`src/rtl/wb_stage.sv`:
```
// MEM/WB pipeline register and write-back formatter feeding the GRF write port.
// Optional simulation trace of committed writes is enabled by defining WB_TRACE_EN.
module wb_stage #(
    parameter int          RETIRE_W    = 32,
    parameter logic [31:0] LINK_OFFSET = 32'd8
) (
    input  logic                clk,
    input  logic                reset,
    input  logic                stall,
    input  logic                flush,
    input  logic                mem_valid,
    input  logic [31:0]         mem_pc,
    input  logic [31:0]         mem_alu_result,
    input  logic [31:0]         mem_read_data,
    input  logic [4:0]          mem_rd,
    input  logic                mem_reg_write,
    input  logic [1:0]          mem_wb_sel,
    input  logic [2:0]          mem_load_type,
    output logic                writeEnable,
    output logic [4:0]          writeReg,
    output logic [31:0]         writeData,
    output logic [31:0]         PCReg,
    output logic                fwd_valid,
    output logic [4:0]          fwd_reg,
    output logic [31:0]         fwd_data,
    output logic [RETIRE_W-1:0] retire_count
);

    localparam logic [2:0] LT_LB  = 3'b001;
    localparam logic [2:0] LT_LBU = 3'b010;
    localparam logic [2:0] LT_LH  = 3'b011;
    localparam logic [2:0] LT_LHU = 3'b100;

    localparam logic [1:0] SEL_LOAD = 2'b01;
    localparam logic [1:0] SEL_LINK = 2'b10;

    localparam logic [RETIRE_W-1:0] RETIRE_ONE = {{(RETIRE_W-1){1'b0}}, 1'b1};

    // Load data extension: pick byte/halfword by address offset, then sign/zero extend.
    function automatic logic [31:0] f_load_ext(
        input logic [2:0]  load_type,
        input logic [1:0]  offset,
        input logic [31:0] word
    );
        logic [7:0]  v_byte;
        logic [15:0] v_half;
        logic [31:0] v_out;
        case (offset)
            2'd0:    v_byte = word[7:0];
            2'd1:    v_byte = word[15:8];
            2'd2:    v_byte = word[23:16];
            2'd3:    v_byte = word[31:24];
            default: v_byte = word[7:0];
        endcase
        if (offset[1]) begin
            v_half = word[31:16];
        end else begin
            v_half = word[15:0];
        end
        case (load_type)
            LT_LB:   v_out = {{24{v_byte[7]}}, v_byte};
            LT_LBU:  v_out = {24'd0, v_byte};
            LT_LH:   v_out = {{16{v_half[15]}}, v_half};
            LT_LHU:  v_out = {16'd0, v_half};
            default: v_out = word;
        endcase
        return v_out;
    endfunction

    // Write-back source mux; 2'b11 aliases the ALU path.
    function automatic logic [31:0] f_wb_select(
        input logic [1:0]  wb_sel,
        input logic [31:0] alu,
        input logic [31:0] load_val,
        input logic [31:0] pc
    );
        logic [31:0] v_out;
        case (wb_sel)
            SEL_LOAD: v_out = load_val;
            SEL_LINK: v_out = pc + LINK_OFFSET;
            default:  v_out = alu;
        endcase
        return v_out;
    endfunction

    logic [31:0] w_load_data;
    logic [31:0] w_wb_data;
    logic        w_write_en;

    logic                r_valid;
    logic                r_we;
    logic [4:0]          r_reg;
    logic [31:0]         r_data;
    logic [31:0]         r_pc;
    logic                r_fwd_valid;
    logic [4:0]          r_fwd_reg;
    logic [31:0]         r_fwd_data;
    logic [RETIRE_W-1:0] r_retire;

    // Format the incoming memory-stage result before it is registered.
    always_comb begin
        w_load_data = f_load_ext(mem_load_type, mem_alu_result[1:0], mem_read_data);
        w_wb_data   = f_wb_select(mem_wb_sel, mem_alu_result, w_load_data, mem_pc);
        if (mem_valid && mem_reg_write && (mem_rd != 5'd0)) begin
            w_write_en = 1'b1;
        end else begin
            w_write_en = 1'b0;
        end
    end

    // Stage register: flush beats stall; an invalid incoming slot becomes a bubble.
    always_ff @(posedge clk or negedge reset) begin
        if (!reset) begin
            r_valid     <= 1'b0;
            r_we        <= 1'b0;
            r_reg       <= 5'd0;
            r_data      <= 32'd0;
            r_pc        <= 32'd0;
            r_fwd_valid <= 1'b0;
            r_fwd_reg   <= 5'd0;
            r_fwd_data  <= 32'd0;
        end else if (flush || (!stall && !mem_valid)) begin
            r_valid     <= 1'b0;
            r_we        <= 1'b0;
            r_reg       <= 5'd0;
            r_data      <= 32'd0;
            r_pc        <= 32'd0;
            r_fwd_valid <= 1'b0;
            r_fwd_reg   <= 5'd0;
            r_fwd_data  <= 32'd0;
        end else if (!stall) begin
            r_valid     <= 1'b1;
            r_we        <= w_write_en;
            r_reg       <= mem_rd;
            r_data      <= w_wb_data;
            r_pc        <= mem_pc;
            r_fwd_valid <= w_write_en;
            r_fwd_reg   <= w_write_en ? mem_rd : 5'd0;
            r_fwd_data  <= w_write_en ? w_wb_data : 32'd0;
        end else begin
            r_valid     <= r_valid;
            r_we        <= r_we;
            r_reg       <= r_reg;
            r_data      <= r_data;
            r_pc        <= r_pc;
            r_fwd_valid <= r_fwd_valid;
            r_fwd_reg   <= r_fwd_reg;
            r_fwd_data  <= r_fwd_data;
        end
    end

    // Count each instruction once, on the edge that accepts it into the stage.
    always_ff @(posedge clk or negedge reset) begin
        if (!reset) begin
            r_retire <= {RETIRE_W{1'b0}};
        end else if (!flush && !stall && mem_valid) begin
            r_retire <= r_retire + RETIRE_ONE;
        end else begin
            r_retire <= r_retire;
        end
    end

`ifdef WB_TRACE_EN
`ifndef SYNTHESIS
    // Trace each committed GRF write once; held stall cycles are rewrites and are skipped.
    always @(posedge clk) begin
        if (reset && r_we && !stall) begin
            $display("@%08h: $%02d <= %08h", r_pc, r_reg, r_data);
        end
    end
`endif
`endif

    assign writeEnable  = r_we;
    assign writeReg     = r_reg;
    assign writeData    = r_data;
    assign PCReg        = r_pc;
    assign fwd_valid    = r_fwd_valid;
    assign fwd_reg      = r_fwd_reg;
    assign fwd_data     = r_fwd_data;
    assign retire_count = r_retire;

    logic w_unused;
    assign w_unused = r_valid;

endmodule

```
`config.mk`:
```
export PLATFORM = sky130hd
export DESIGN_NAME = wb_stage
export DESIGN_NICKNAME = d
export VERILOG_FILES = /design/src/rtl/wb_stage.sv
export SDC_FILE = /design/constraint.sdc
export NUM_CORES = 1
export LEC_CHECK = 0
export BUFFER_PORTS_ARGS = -buffer_cell sky130_fd_sc_hd__buf_2
export CAP_MARGIN = 10
export CORE_AREA = 5 5 140 195
export CTS_BUF_LIST = sky130_fd_sc_hd__clkbuf_16
export CTS_CLUSTER_SIZE = 40
export DETAILED_ROUTE_END_ITERATION = 16
export DIE_AREA = 0 0 145 200
export PLACE_DENSITY = 0.6
export REMOVE_ABC_BUFFERS = 1
export SLEW_MARGIN = 0
export SYNTH_ARGS = -nofsm -noshare
export SYNTH_HDL_FRONTEND = slang
export SYNTH_SLANG_ARGS = --single-unit
```
`constraint.sdc`:
```
create_clock -name clk -period 2.44 [get_ports clk]
set_input_delay 0.244 -clock clk [delete_from_list [all_inputs] [get_ports clk]]
set_output_delay 0.244 -clock clk [all_outputs]
set_load 0.02 [all_outputs]
```
After elaboration in Yosys (flattened, before gate mapping)
Index checks and enable logic that the tools add are counted.
- $add $sub $neg: 2
- reduce and logical (&&, ||, !) cells: 11
- mux-type cells: 19
- equal/unequal tests: 10
- operators by type and width (kind ; number):
    32-bit two-way mux ; 7
    32-bit case mux with 4 select lines ; 1
    32-bit case mux with 2 select lines ; 1
    32-bit by 1-bit adder with 32-bit output, second input constant ; 1
    32-bit by 4-bit adder with 32-bit output, second input constant ; 1
    8-bit case mux with 4 select lines ; 1
    5-bit two-way mux ; 5
    16-bit two-way mux ; 1
    2-bit equality test, second input constant ; 3
    3-bit by 2-bit equality test with 1-bit output, second input constant ; 2
    1-bit logical AND ; 5
    5-bit nonzero test ; 1
    2-bit by 1-bit equality test with 1-bit output, second input constant ; 2
    3-bit by 1-bit equality test with 1-bit output, second input constant ; 1
    3-bit equality test, second input constant ; 1
    1-bit zero test ; 3
    1-bit two-way mux ; 3
    2-bit zero test ; 1
    2-bit by 1-bit inequality test with 1-bit output, second input constant ; 1
    1-bit logical OR ; 1
- register bits after elaboration: 139
- input port bits: 112
- logic and storage cells: 49

Depth between registers and ports, before layout
Gate-level depths: netlist (run 1).
- word-level depth: 7
- gate-level depth with buffers: 9

Worst setup path after synthesis (run 1)
OpenSTA, ideal clock, no wires.
- path type: reg-to-reg
- from: register r_retire[9] (netlist: retire_count[9])
- to: register r_retire[23] (netlist: retire_count[23])
- setup slack: 521 ps
- cell stages (with the launch flop): 6
- arrival time: 1789 ps
- data required time: 2310 ps
- cell sequence: dfrtp_1 -> and4_1 -> and4_1 -> nand3_1 -> or4_4 -> xnor2_2
- word-level cells in the longest chain between the ends: 1
- RTL lines (what ; line ; RTL):
    start, declared ; 98 ; logic [RETIRE_W-1:0] r_retire;
    start signal, assigned ; 155 ; r_retire <= {RETIRE_W{1'b0}};
    start signal, assigned ; 157 ; r_retire <= r_retire + RETIRE_ONE;
    start signal, assigned ; 159 ; r_retire <= r_retire;
    32-bit by 1-bit adder with 32-bit output ; 157 ;
Every way passes these cells.
A chain may end at the register's enable or synchronous reset.

Worst setup path after layout (run 1)
- from: register r_retire[9] (netlist: retire_count[9])
- to: register r_retire[30] (netlist: retire_count[30])
Same word-level chain as after synthesis.

==> out/summary.txt, run 1 <==
outcome -> completed
crit path from -> retire_count[9]
Resize count post-CTS -> 0
first-pass GRT wire length -> 41.4 mm
core area -> 25300 um2
Hold Crit Depth -> 2
PwrDens -> 633 nW/um2
Hold Path Class -> in2reg
DRC violations left -> 0
Vias -> 6918
Arr. time, crit path -> 2.26 ns
clock root cell -> clkbuf_16
post-route setup slack -> 0.528 ns
initial antenna violation count -> 6
Cell Rows -> 69
clk_skew -> 0.00659 ns
Unique masters post-synth -> 61
Leak -> 4.85 nW
Reg2Reg Depth -> 6
# IOs -> 252
total gr overflow -> 0
# clock sinks -> 139
CP Depth -> 6
Mapped Cells -> 741
internal power -> 4.32 mW
Final Cell Area -> 9790 um2
Synth area leaders -> dfrtp_1, a22o_1, xnor2_1, nand2_1, o31ai_1
# nets final -> 1106
kind of critical path -> reg2reg
Setup violations, final -> 0
number of H-tree levels -> 4
ys flop type -> dfrtp_1
layout cells sized above 1 -> 0.350
number of I/O port buffers -> 251
Syn Area/Cell -> 10.1 um2
Post-Syn Area -> 7450 um2
final worst-path cycle share -> 0.784
Post-synth EDFFs -> 0
critical path's slowest cell -> dfrtp_1
die area -> 29000 um2
cell taking the most area after synthesis -> dfrtp_1
routed wire length per instance -> 20.6 um
Critical Path RT -> 2.79 ns
Net Sw Power -> 1.88 mW
pre-CTS setup slack -> 0.154 ns
Hold Slack -> 0.0743 ns
chip height -> 200 um
minimum clock period -> 1.91 ns
RSZ-0062 raised after global routing -> false
Slew Limit Fails -> 0
Max Cap Viol -> 0
Worst setup SP type -> flip-flop
CP delay by family, top -> simple AND/OR/NAND/NOR gates
Routed Wire Length -> 27.3 mm
crit path buf inv count -> 0
FF+latch count, synth -> 139
post-placement cell count -> 1289
number of setup buffers added after CTS -> 0
maximum vdd drop -> 0.448 mV
TritonCTS clock tree -> built
clock-pin slew on the worst setup and hold paths -> 0.06 ns
yosys warns -> 0
Clock Power Share -> 0.426
FFs w/ async S/R, synth -> 1.00
power share of the sequential group -> 0.403
CP most frequent cell -> and4_1
gp weighted congestion -> 0.900
TritonCTS Buffers -> 17
vias in the first global route -> 7063
max incr delay on CP -> 0.43 ns
Comb pwr share -> 0.171
DP Wirelength -> 21.0 mm
drt pass-1 iters -> 5
post-route ant nets -> 0
Worst slew margin -> 0.640
final std cells w/o fill -> 1328
initial core utilization -> 0.295
Overall Global Routing Usage -> 0.184
CP Max Fanout -> 7
worst hold start -> mem_pc[31]
highest clock rate -> 523 MHz
Chip Width -> 145 um
reg2reg start -> retire_count[9]
Area Growth Syn to Fin -> 31.4%
Worst Setup End Kind -> flip-flop
worst slew pin tran -> 0.540 ns
Net Sw Frac -> 0.304
area share of the largest cell type after synthesis -> 0.467
largest net degree at the start of global routing -> 68
post-synthesis sequential area ratio -> 0.467
Longest Clk Path Bufs -> 2
drt via density -> 5.21
Final Hold Vio Count -> 0
CP cell instances -> and4_1, and4_1, nand3_1, nand2b_1, nor3_4, xor2_1
DR iter-0 viols -> 390
Filler cells -> 2571
clk_lat worst skew -> 0.43 ns
placed cell area -> 9170 um2
==> synthesized netlist by cell type (3+ instances only) <==
master and number:
a221oi_1 5, a32oi_1 6, xor2_1 22, buf_2 6, a22oi_1 6, mux2_2 14
xnor2_1 37, nand4_1 17, nor2b_1 20, clkbuf_1 40, o21ai_0 26, nor2_1 29
or2_2 3, a211oi_2 3, nor3_1 10, a211oi_1 16, nand2_1 83, nand3_1 37
nand2b_1 15, ha_1 4, o21a_1 17, and3_1 8, dfrtp_1 139, inv_1 11
a32o_1 15, and4_1 4, o31ai_1 35, a22o_1 40, and2_1 3, buf_4 3
nand3b_1 3, a21oi_1 20, o221ai_1 6, a21o_1 5
==> power groups by stage <==
stage	clock network, mW	registers (mW)	logic (mW)
2_1_floorplan	0	2.64	0.414
3_3_place_gp	0	2.54	1.06
3_5_place_dp	0	2.54	1.07
4_1_cts	2.70	2.50	1.07
5_1_grt	2.78	2.52	1.16
6_report	2.64	2.50	1.06
==> stage by stage <==
step | power (mW) | util | TNS, ns
floorplan | 3.05 | - | -196.34
global placement | 3.60 | 0.363 | 0
detailed placement | 3.61 | 0.363 | 0
CTS | 6.28 | 0.386 | 0
global route | 6.46 | 0.387 | 0
finish | 6.20 | 0.387 | 0
==> area by class of cell <==
cell class,count,area [um2],share of cell area
Inverter,11,41.3,0.00422
Clock inverter,15,164,0.0167
Clock buffer,17,425,0.0435
Antenna cell,6,15.0,0.00153
Sequential cell,139,3480,0.355
Tap cell,319,399,0.0408
Timing Repair Buffer,281,1530,0.156
Multi-Input combinational cell,540,3740,0.382
==> repair_timing <==
item	4_1_cts	5_1_grt
endpoints found under the setup margin	0	0
hold buffers	1	0
endpoints found under the hold margin	34	0
==> worst paths after layout <==
check | slack, ns | to
worst max-delay path | 0.53 | retire_count[30]
worst min register to register | 0.47 | writeData[23]
max in group asynchronous | 1.48 | PCReg[9]
min in group asynchronous | 0.28 | retire_count[14]
worst max register to register | 0.53 | retire_count[30]
worst min-delay path | 0.07 | PCReg[31]
==> placed cells by master (no fill, tap or decap), drive strengths merged, types with 22 or more instances in the layout <==
cell type	netlist	routed
o21ai	26	26
buf	11	280
nand2	83	83
nand3	37	37
nor2	31	31
xnor2	38	38
dfrtp	139	139
a22o	40	40
xor2	22	22
o31ai	35	35
==> cell families (layout without fill, tap and decap cells) <==
| logic type | after synthesis | in the layout | share of synthesized area |
|---|---|---|---|
| AOI/OAI and AO/OA | 212 | 212 | 0.216 |
| other | 0 | 6 | 0 |
| DFF | 139 | 139 | 0.467 |
| xor gates and xnor gates | 60 | 60 | 0.0715 |
| muxes | 17 | 17 | 0.0269 |
| adders and majority gates | 4 | 4 | 0.00672 |
| buffers and inverters | 62 | 324 | 0.0348 |
| and+or+nand+nor | 247 | 247 | 0.177 |
==> worst register-to-register path: cells and delay by family, from the launching register on <==
| family | cells | cell delay [ns] |
|---|---|---|
| and+or+nand+nor | 5 | 1.24 |
| xor gates and xnor gates | 1 | 0.17 |
| DFF | 1 | 0.43 |
==> metal layers <==
| metal | vias to the layer above | track usage | part of all wire |
|---|---|---|---|
| li1 | 3232 | - | - |
| met1 | 3406 | 0.223 | 0.41 |
| met2 | 221 | 0.307 | 0.49 |
| met3 | 57 | 0.0467 | 0.056 |
| met4 | 2 | 0.0890 | 0.043 |
| met5 | - | 0 | 0.00029 |
(Power assumes the default switching activity.)
==> inputs of run 2 (changes only) <==
- clock period: 2.44 -> 1.88 ns (I/O delays scaled with it)
==> run 2 against run 1 <==
Effect of this change: via count grew 3.9%; cell count rose by 4.1%; core utilization increased by 2.1 points; count of clock-buffer cells in the layout stayed put; critical endpoint is now retire_count[23]; largest cell class unchanged.
==> out/summary.txt, run 2 (synthesized netlist as in run 1, its figures left out) <==
CP most frequent cell -> and4_1 (unchanged)
Cell Rows -> 69 (unchanged)
post-placement cell count -> 1343 (was 1289)
Slew Limit Fails -> 0 (unchanged)
PwrDens -> 790 nW/um2 (was 633 nW/um2)
total gr overflow -> 0 (unchanged)
Setup TNS -> 0 ns (unchanged)
internal power -> 5.71 mW (was 4.32 mW)
max incr delay on CP -> 0.55 ns (was 0.43 ns)
TritonCTS clock tree -> built (unchanged)
clock-pin slew on the worst setup and hold paths -> 0.06 ns (about the same)
CP cell instances -> and4_1, and4_1, nand3_1, or4_4, xnor2_2 (was and4_1, and4_1, nand3_1, nand2b_1, nor3_4, xor2_1)
routed wire length per instance -> 20.5 um (was 20.6 um)
final std cells w/o fill -> 1383 (was 1328)
grt met3 use -> 0.0477 (was 0.0467)
post-route ant nets -> 0 (unchanged)
final design utilization -> 0.408 (was 0.387)
Filler cells -> 2502 (was 2571)
crit path buf inv count -> 0 (unchanged)
DR iter-0 viols -> 457 (was 390)
Hold Path Class -> in2reg (unchanged)
largest net degree at the start of global routing -> 49 (was 68)
R2R Setup Slk -> 0.10 ns (was 0.53 ns)
vias in the first global route -> 7357 (was 7063)
Arr. time, crit path -> 2.09 ns (was 2.26 ns)
most frequent cells in the layout -> buf_2, dfrtp_1, nand2_1 (unchanged)
Worst setup SP type -> flip-flop (unchanged)
CP Max Fanout -> 3 (was 7)
chip height -> 200 um (unchanged)
# IOs -> 252 (unchanged)
highest clock rate -> 563 MHz (was 523 MHz)
Routed Wire Length -> 28.4 mm (was 27.3 mm)
clk_skew -> 0.00475 ns (was 0.00659 ns)
outcome -> completed (unchanged)
commonest non-fill, non-tap cell in the layout -> buf_2 (unchanged)
# clock sinks -> 139 (unchanged)
initial antenna violation count -> 7 (was 6)
Final Cell Area -> 10300 um2 (was 9790 um2)
layout cells sized above 1 -> 0.382 (was 0.350)
number of I/O port buffers -> 251 (unchanged)
power share of the sequential group -> 0.390 (was 0.403)
Longest Clk Path Bufs -> 2 (unchanged)
placed cell area -> 9690 um2 (was 9170 um2)
drt via density -> 5.20 (was 5.21)
Worst slew margin -> 0.626 (was 0.640)
DRC violations left -> 0 (unchanged)
Critical Path RT -> 2.19 ns (was 2.79 ns)
RSZ-0062 raised after global routing -> false (unchanged)
first-pass GRT wire length -> 43.2 mm (was 41.4 mm)
kind of critical path -> reg2reg (unchanged)
die area -> 29000 um2 (unchanged)
Net Sw Power -> 2.45 mW (was 1.88 mW)
Leak -> 5.17 nW (was 4.85 nW)
Area Growth Syn to Fin -> 38.6% (was 31.4%)
GR Util met2 -> 0.339 (was 0.307)
initial core utilization -> 0.295 (unchanged)
Comb pwr share -> 0.198 (was 0.171)
maximum vdd drop -> 0.738 mV (was 0.448 mV)
met1 usage -> 0.223 (about the same)
# nets final -> 1165 (was 1106)
Vias -> 7189 (was 6918)
final worst-path cycle share -> 0.944 (was 0.784)
pre-CTS setup slack -> -0.252 ns (was 0.154 ns)
Net Sw Frac -> 0.301 (was 0.304)
drt pass-1 iters -> 5 (unchanged)
clk_lat worst skew -> 0.43 ns (about the same)
grt peak-use layer -> met2 (unchanged)
core area -> 25300 um2 (unchanged)
minimum clock period -> 1.78 ns (was 1.91 ns)
Setup violations, final -> 0 (unchanged)
CP delay by family, top -> simple AND/OR/NAND/NOR gates (unchanged)
Chip Width -> 145 um (unchanged)
Worst Setup End Kind -> flip-flop (unchanged)
post-route setup slack -> 0.105 ns (was 0.528 ns)
Overall Global Routing Usage -> 0.191 (was 0.184)
Final Hold Vio Count -> 0 (unchanged)
DP Wirelength -> 22.1 mm (was 21.0 mm)
Max Cap Viol -> 0 (unchanged)
worst slew pin tran -> 0.558 ns (was 0.540 ns)
number of H-tree levels -> 4 (unchanged)
Clock Power Share -> 0.412 (was 0.426)
clock root cell -> clkbuf_16 (unchanged)
number of setup buffers added after CTS -> 0 (unchanged)
gp weighted congestion -> 0.882 (was 0.900)
critical path's slowest cell -> or4_4 (was dfrtp_1)
TritonCTS Buffers -> 17 (unchanged)
run 2: cell types whose count changed in the layout (fill, tap and decap cells not counted), sizes merged:
cell	before	now
clkinv	6	7
inv	17	16
clkinvlp	1	0
buf	280	334
dlygate4sd3	1	6
diode	6	3
run 2: power by group through the flow:
stage | Sequential (mW) | Combinational [mW] | Clock, mW
final | 3.19 | 1.61 | 3.36
after global routing | 3.20 | 1.75 | 3.53
after CTS | 3.19 | 1.63 | 3.43
after detailed placement | 3.24 | 1.61 | 0
after global placement | 3.24 | 1.60 | 0
after floorplan | 3.43 | 0.537 | 0
run 2: per-layer routing:
metal / wire [um] / share of wire / up-vias
met1: 11100 / 0.39 / 3503
met3: 1570 / 0.055 / 57
met2: 14800 / 0.52 / 258
li1: - / - / 3361
met5: 59 / 0.0021 / -
met4: 822 / 0.029 / 10
run 2: worst paths after layout:
path / start / endpoint / cells after the start
max: retire_count[12] / retire_count[23] / 5
min: mem_pc[1] / PCReg[1] / 2
max reg2reg: retire_count[12] / retire_count[23] / 5
min reg2reg: retire_count[31] / retire_count[31] / 1
max in group asynchronous: reset / writeData[10] / 3
min in group asynchronous: reset / retire_count[6] / 2
run 2: what timing repair did:
action / in CTS / in global routing
resized for setup: 0 / 1
hold buffers: 6 / 0
endpoints found under the hold margin: 51 / 0
endpoints found under the setup margin: 0 / 11
run 2: layout make-up:
class / count / area, um2 / area share
Tap cell: 319 / 399 / 0.0386
Sequential cell: 139 / 3480 / 0.337
Multi-Input combinational cell: 540 / 3740 / 0.362
Inverter: 11 / 41.3 / 0.00400
Clock buffer: 17 / 425 / 0.0412
Clock inverter: 14 / 144 / 0.0139
Antenna cell: 3 / 7.51 / 0.000727
Timing Repair Buffer: 340 / 2100 / 0.203
run 2: metrics by stage:
step                      hold WS (ns)  power (mW)
after detailed placement         0.179        4.86
after global routing           0.00668        8.49
final                           0.0217        8.16
after CTS                      0.00386        8.24
after floorplan                 -0.108        3.96
after global placement           0.174        4.84
==> inputs of run 3 (changes only) <==
==> constraint.sdc (replaced) <==
create_clock -name clk -period 1.88 [get_ports clk]
set_input_delay 0.094 -clock clk [delete_from_list [all_inputs] [get_ports clk]]
set_output_delay 0.094 -clock clk [all_outputs]
set_load 0.02 [all_outputs]
==> run 3 against run 2 <==
Effect of this change: combinational power up 4%; critical path depth unchanged; sequential power hardly changed; global-route usage rose by 0.10 points; routed wire length increased by 0.80%; setup slack worse by 0.027 ns; hold slack got worse by 0.0045 ns; sequential share of layout area down 1.3 points; die area did not move; core utilization up 1.6 points; register-to-register slack got worse by 0.03 ns.
==> out/summary.txt, run 3 (synthesized netlist as in run 1, its figures left out) <==
Hold Path Class -> in2reg (unchanged)
power share of the sequential group -> 0.388 (was 0.390)
reg2reg start -> retire_count[4] (was retire_count[12])
internal power -> 5.75 mW (was 5.71 mW)
Longest Clk Path Bufs -> 2 (unchanged)
Arr. time, crit path -> 2.12 ns (was 2.09 ns)
post-placement cell count -> 1332 (was 1343)
first-pass GRT wire length -> 43.7 mm (was 43.2 mm)
die area -> 29000 um2 (unchanged)
crit path from -> retire_count[4] (was retire_count[12])
commonest non-fill, non-tap cell in the layout -> buf_2 (unchanged)
Final Hold Vio Count -> 0 (unchanged)
highest clock rate -> 555 MHz (was 563 MHz)
final worst-path cycle share -> 0.959 (was 0.944)
clock-pin slew on the worst setup and hold paths -> 0.06 ns (about the same)
CP delay by family, top -> simple AND/OR/NAND/NOR gates (unchanged)
PwrDens -> 764 nW/um2 (was 790 nW/um2)
post-route setup slack -> 0.0772 ns (was 0.105 ns)
WHS Endpoint -> fwd_data[28] (was PCReg[1])
number of I/O port buffers -> 251 (unchanged)
outcome -> completed (unchanged)
DR iter-0 viols -> 358 (was 457)
Critical Path RT -> 2.20 ns (was 2.19 ns)
number of H-tree levels -> 4 (unchanged)
placed cell area -> 9570 um2 (was 9690 um2)
initial antenna violation count -> 6 (was 7)
final std cells w/o fill -> 1414 (was 1383)
post-route ant nets -> 0 (unchanged)
pre-CTS setup slack -> -0.197 ns (was -0.252 ns)
Hold Crit Depth -> 3 (was 2)
gp weighted congestion -> 0.935 (was 0.882)
RSZ-0062 raised after global routing -> true (was false)
Max Cap Viol -> 0 (unchanged)
worst slew pin tran -> 0.517 ns (was 0.558 ns)
clock root cell -> clkbuf_16 (unchanged)
crit path buf inv count -> 0 (unchanged)
Routed Wire Length -> 28.6 mm (was 28.4 mm)
number of setup buffers added after CTS -> 0 (unchanged)
Slew Limit Fails -> 0 (unchanged)
Comb pwr share -> 0.205 (was 0.198)
clk_skew -> 0.00885 ns (was 0.00475 ns)
TritonCTS clock tree -> built (unchanged)
Setup violations, final -> 0 (unchanged)
R2R Setup Slk -> 0.08 ns (was 0.10 ns)
Cell Rows -> 69 (unchanged)
Clock Power Share -> 0.407 (was 0.412)
Area Growth Syn to Fin -> 44.0% (was 38.6%)
max incr delay on CP -> 0.47 ns (was 0.55 ns)
# clock sinks -> 139 (unchanged)
Reg2Reg Depth -> 5 (unchanged)
chip height -> 200 um (unchanged)
Worst setup SP type -> flip-flop (unchanged)
Net Sw Frac -> 0.298 (was 0.301)
Vias -> 7310 (was 7189)
# IOs -> 252 (unchanged)
critical path's slowest cell -> or4_4 (unchanged)
maximum vdd drop -> 0.572 mV (was 0.738 mV)
Overall Global Routing Usage -> 0.192 (was 0.191)
Final Cell Area -> 10700 um2 (was 10300 um2)
layout cells sized above 1 -> 0.373 (was 0.382)
largest net degree at the start of global routing -> 56 (was 49)
clk_lat worst skew -> 0.43 ns (about the same)
TritonCTS Buffers -> 17 (unchanged)
initial core utilization -> 0.295 (unchanged)
drt pass-1 iters -> 5 (unchanged)
worst hold start -> mem_alu_result[28] (was mem_pc[1])
Worst Setup End Kind -> flip-flop (unchanged)
DRC violations left -> 0 (unchanged)
Chip Width -> 145 um (unchanged)
routed wire length per instance -> 20.2 um (was 20.5 um)
kind of critical path -> reg2reg (unchanged)
Hold Slack -> 0.0172 ns (was 0.0217 ns)
DP Wirelength -> 21.8 mm (was 22.1 mm)
most frequent cells in the layout -> buf_2, dfrtp_1, nand2_1 (unchanged)
CP cell instances -> nand3_1, nor4_4, nand4_2, or4_4, xnor2_2 (was and4_1, and4_1, nand3_1, or4_4, xnor2_2)
total gr overflow -> 0 (unchanged)
Leak -> 5.30 nW (was 5.17 nW)
minimum clock period -> 1.80 ns (was 1.78 ns)
Power, Total -> 8.20 mW (was 8.16 mW)
vias in the first global route -> 7541 (was 7357)
Net Sw Power -> 2.45 mW (about the same)
core area -> 25300 um2 (unchanged)
# nets final -> 1197 (was 1165)
FF-to-FF End -> retire_count[23] (unchanged)
Worst slew margin -> 0.654 (was 0.626)
CP Max Fanout -> 4 (was 3)
drt via density -> 5.17 (was 5.20)
==> run 3: stage by stage <==
| step | utilization | setup TNS (ns) |
|---|---|---|
| floorplan | - | -241.07 |
| global placement | 0.378 | -2.40 |
| detailed placement | 0.378 | -3.03 |
| CTS | 0.420 | 0 |
| global route | 0.424 | -0.0748 |
| finish | 0.424 | 0 |
==> run 3: power by group through the flow <==
stage	combinational, mW	sequential (mW)	clock [mW]
2_1_floorplan	0.537	3.43	0
3_3_place_gp	1.58	3.24	0
3_5_place_dp	1.59	3.24	0
4_1_cts	1.67	3.18	3.41
5_1_grt	1.82	3.20	3.53
6_report	1.68	3.18	3.33
==> run 3: layer usage <==
metal	part of all wire	routed length, um	global-route usage
met5	0.0017	48	0
met4	0.023	657	0.0677
met3	0.050	1440	0.0431
met2	0.52	15000	0.346
met1	0.40	11400	0.226
==> run 3: how the worst max path moves through the flow <==
stage                             endpoint  slack [ns]  cells past startpoint
final                     retire_count[23]        0.08                      5
after global routing         writeData[16]       -0.04                      8
after CTS                     fwd_data[25]       0.006                      9
after detailed placement     writeData[23]       -0.20                      8
after global placement       writeData[23]       -0.19                      8
after floorplan               fwd_data[14]       -2.76                      3
==> run 3: worst reg2reg max path, delay by kind of cell (launching register included) <==
family	cells	cell delay (ns)
AND/OR/NAND/NOR	4	1.21
flip-flops	1	0.35
XOR/XNOR	1	0.14
==> run 3: cell type report <==
cell class	instances	area [um2]
fillers	2496	14600
multi-input cells	540	3830
flip-flops and latches	139	3480
repair buffers	372	2410
clock buffers	17	425
well taps	319	399
clock inverters	14	148
inverters	11	41.3
diodes	2	5.00
==> run 3: timing repair <==
action | in CTS | in global routing
hold endpoints to repair | 202 | 0
endpoints found under the setup margin | 0 | 40
resized for setup | 0 | 21
hold buffers | 49 | 0
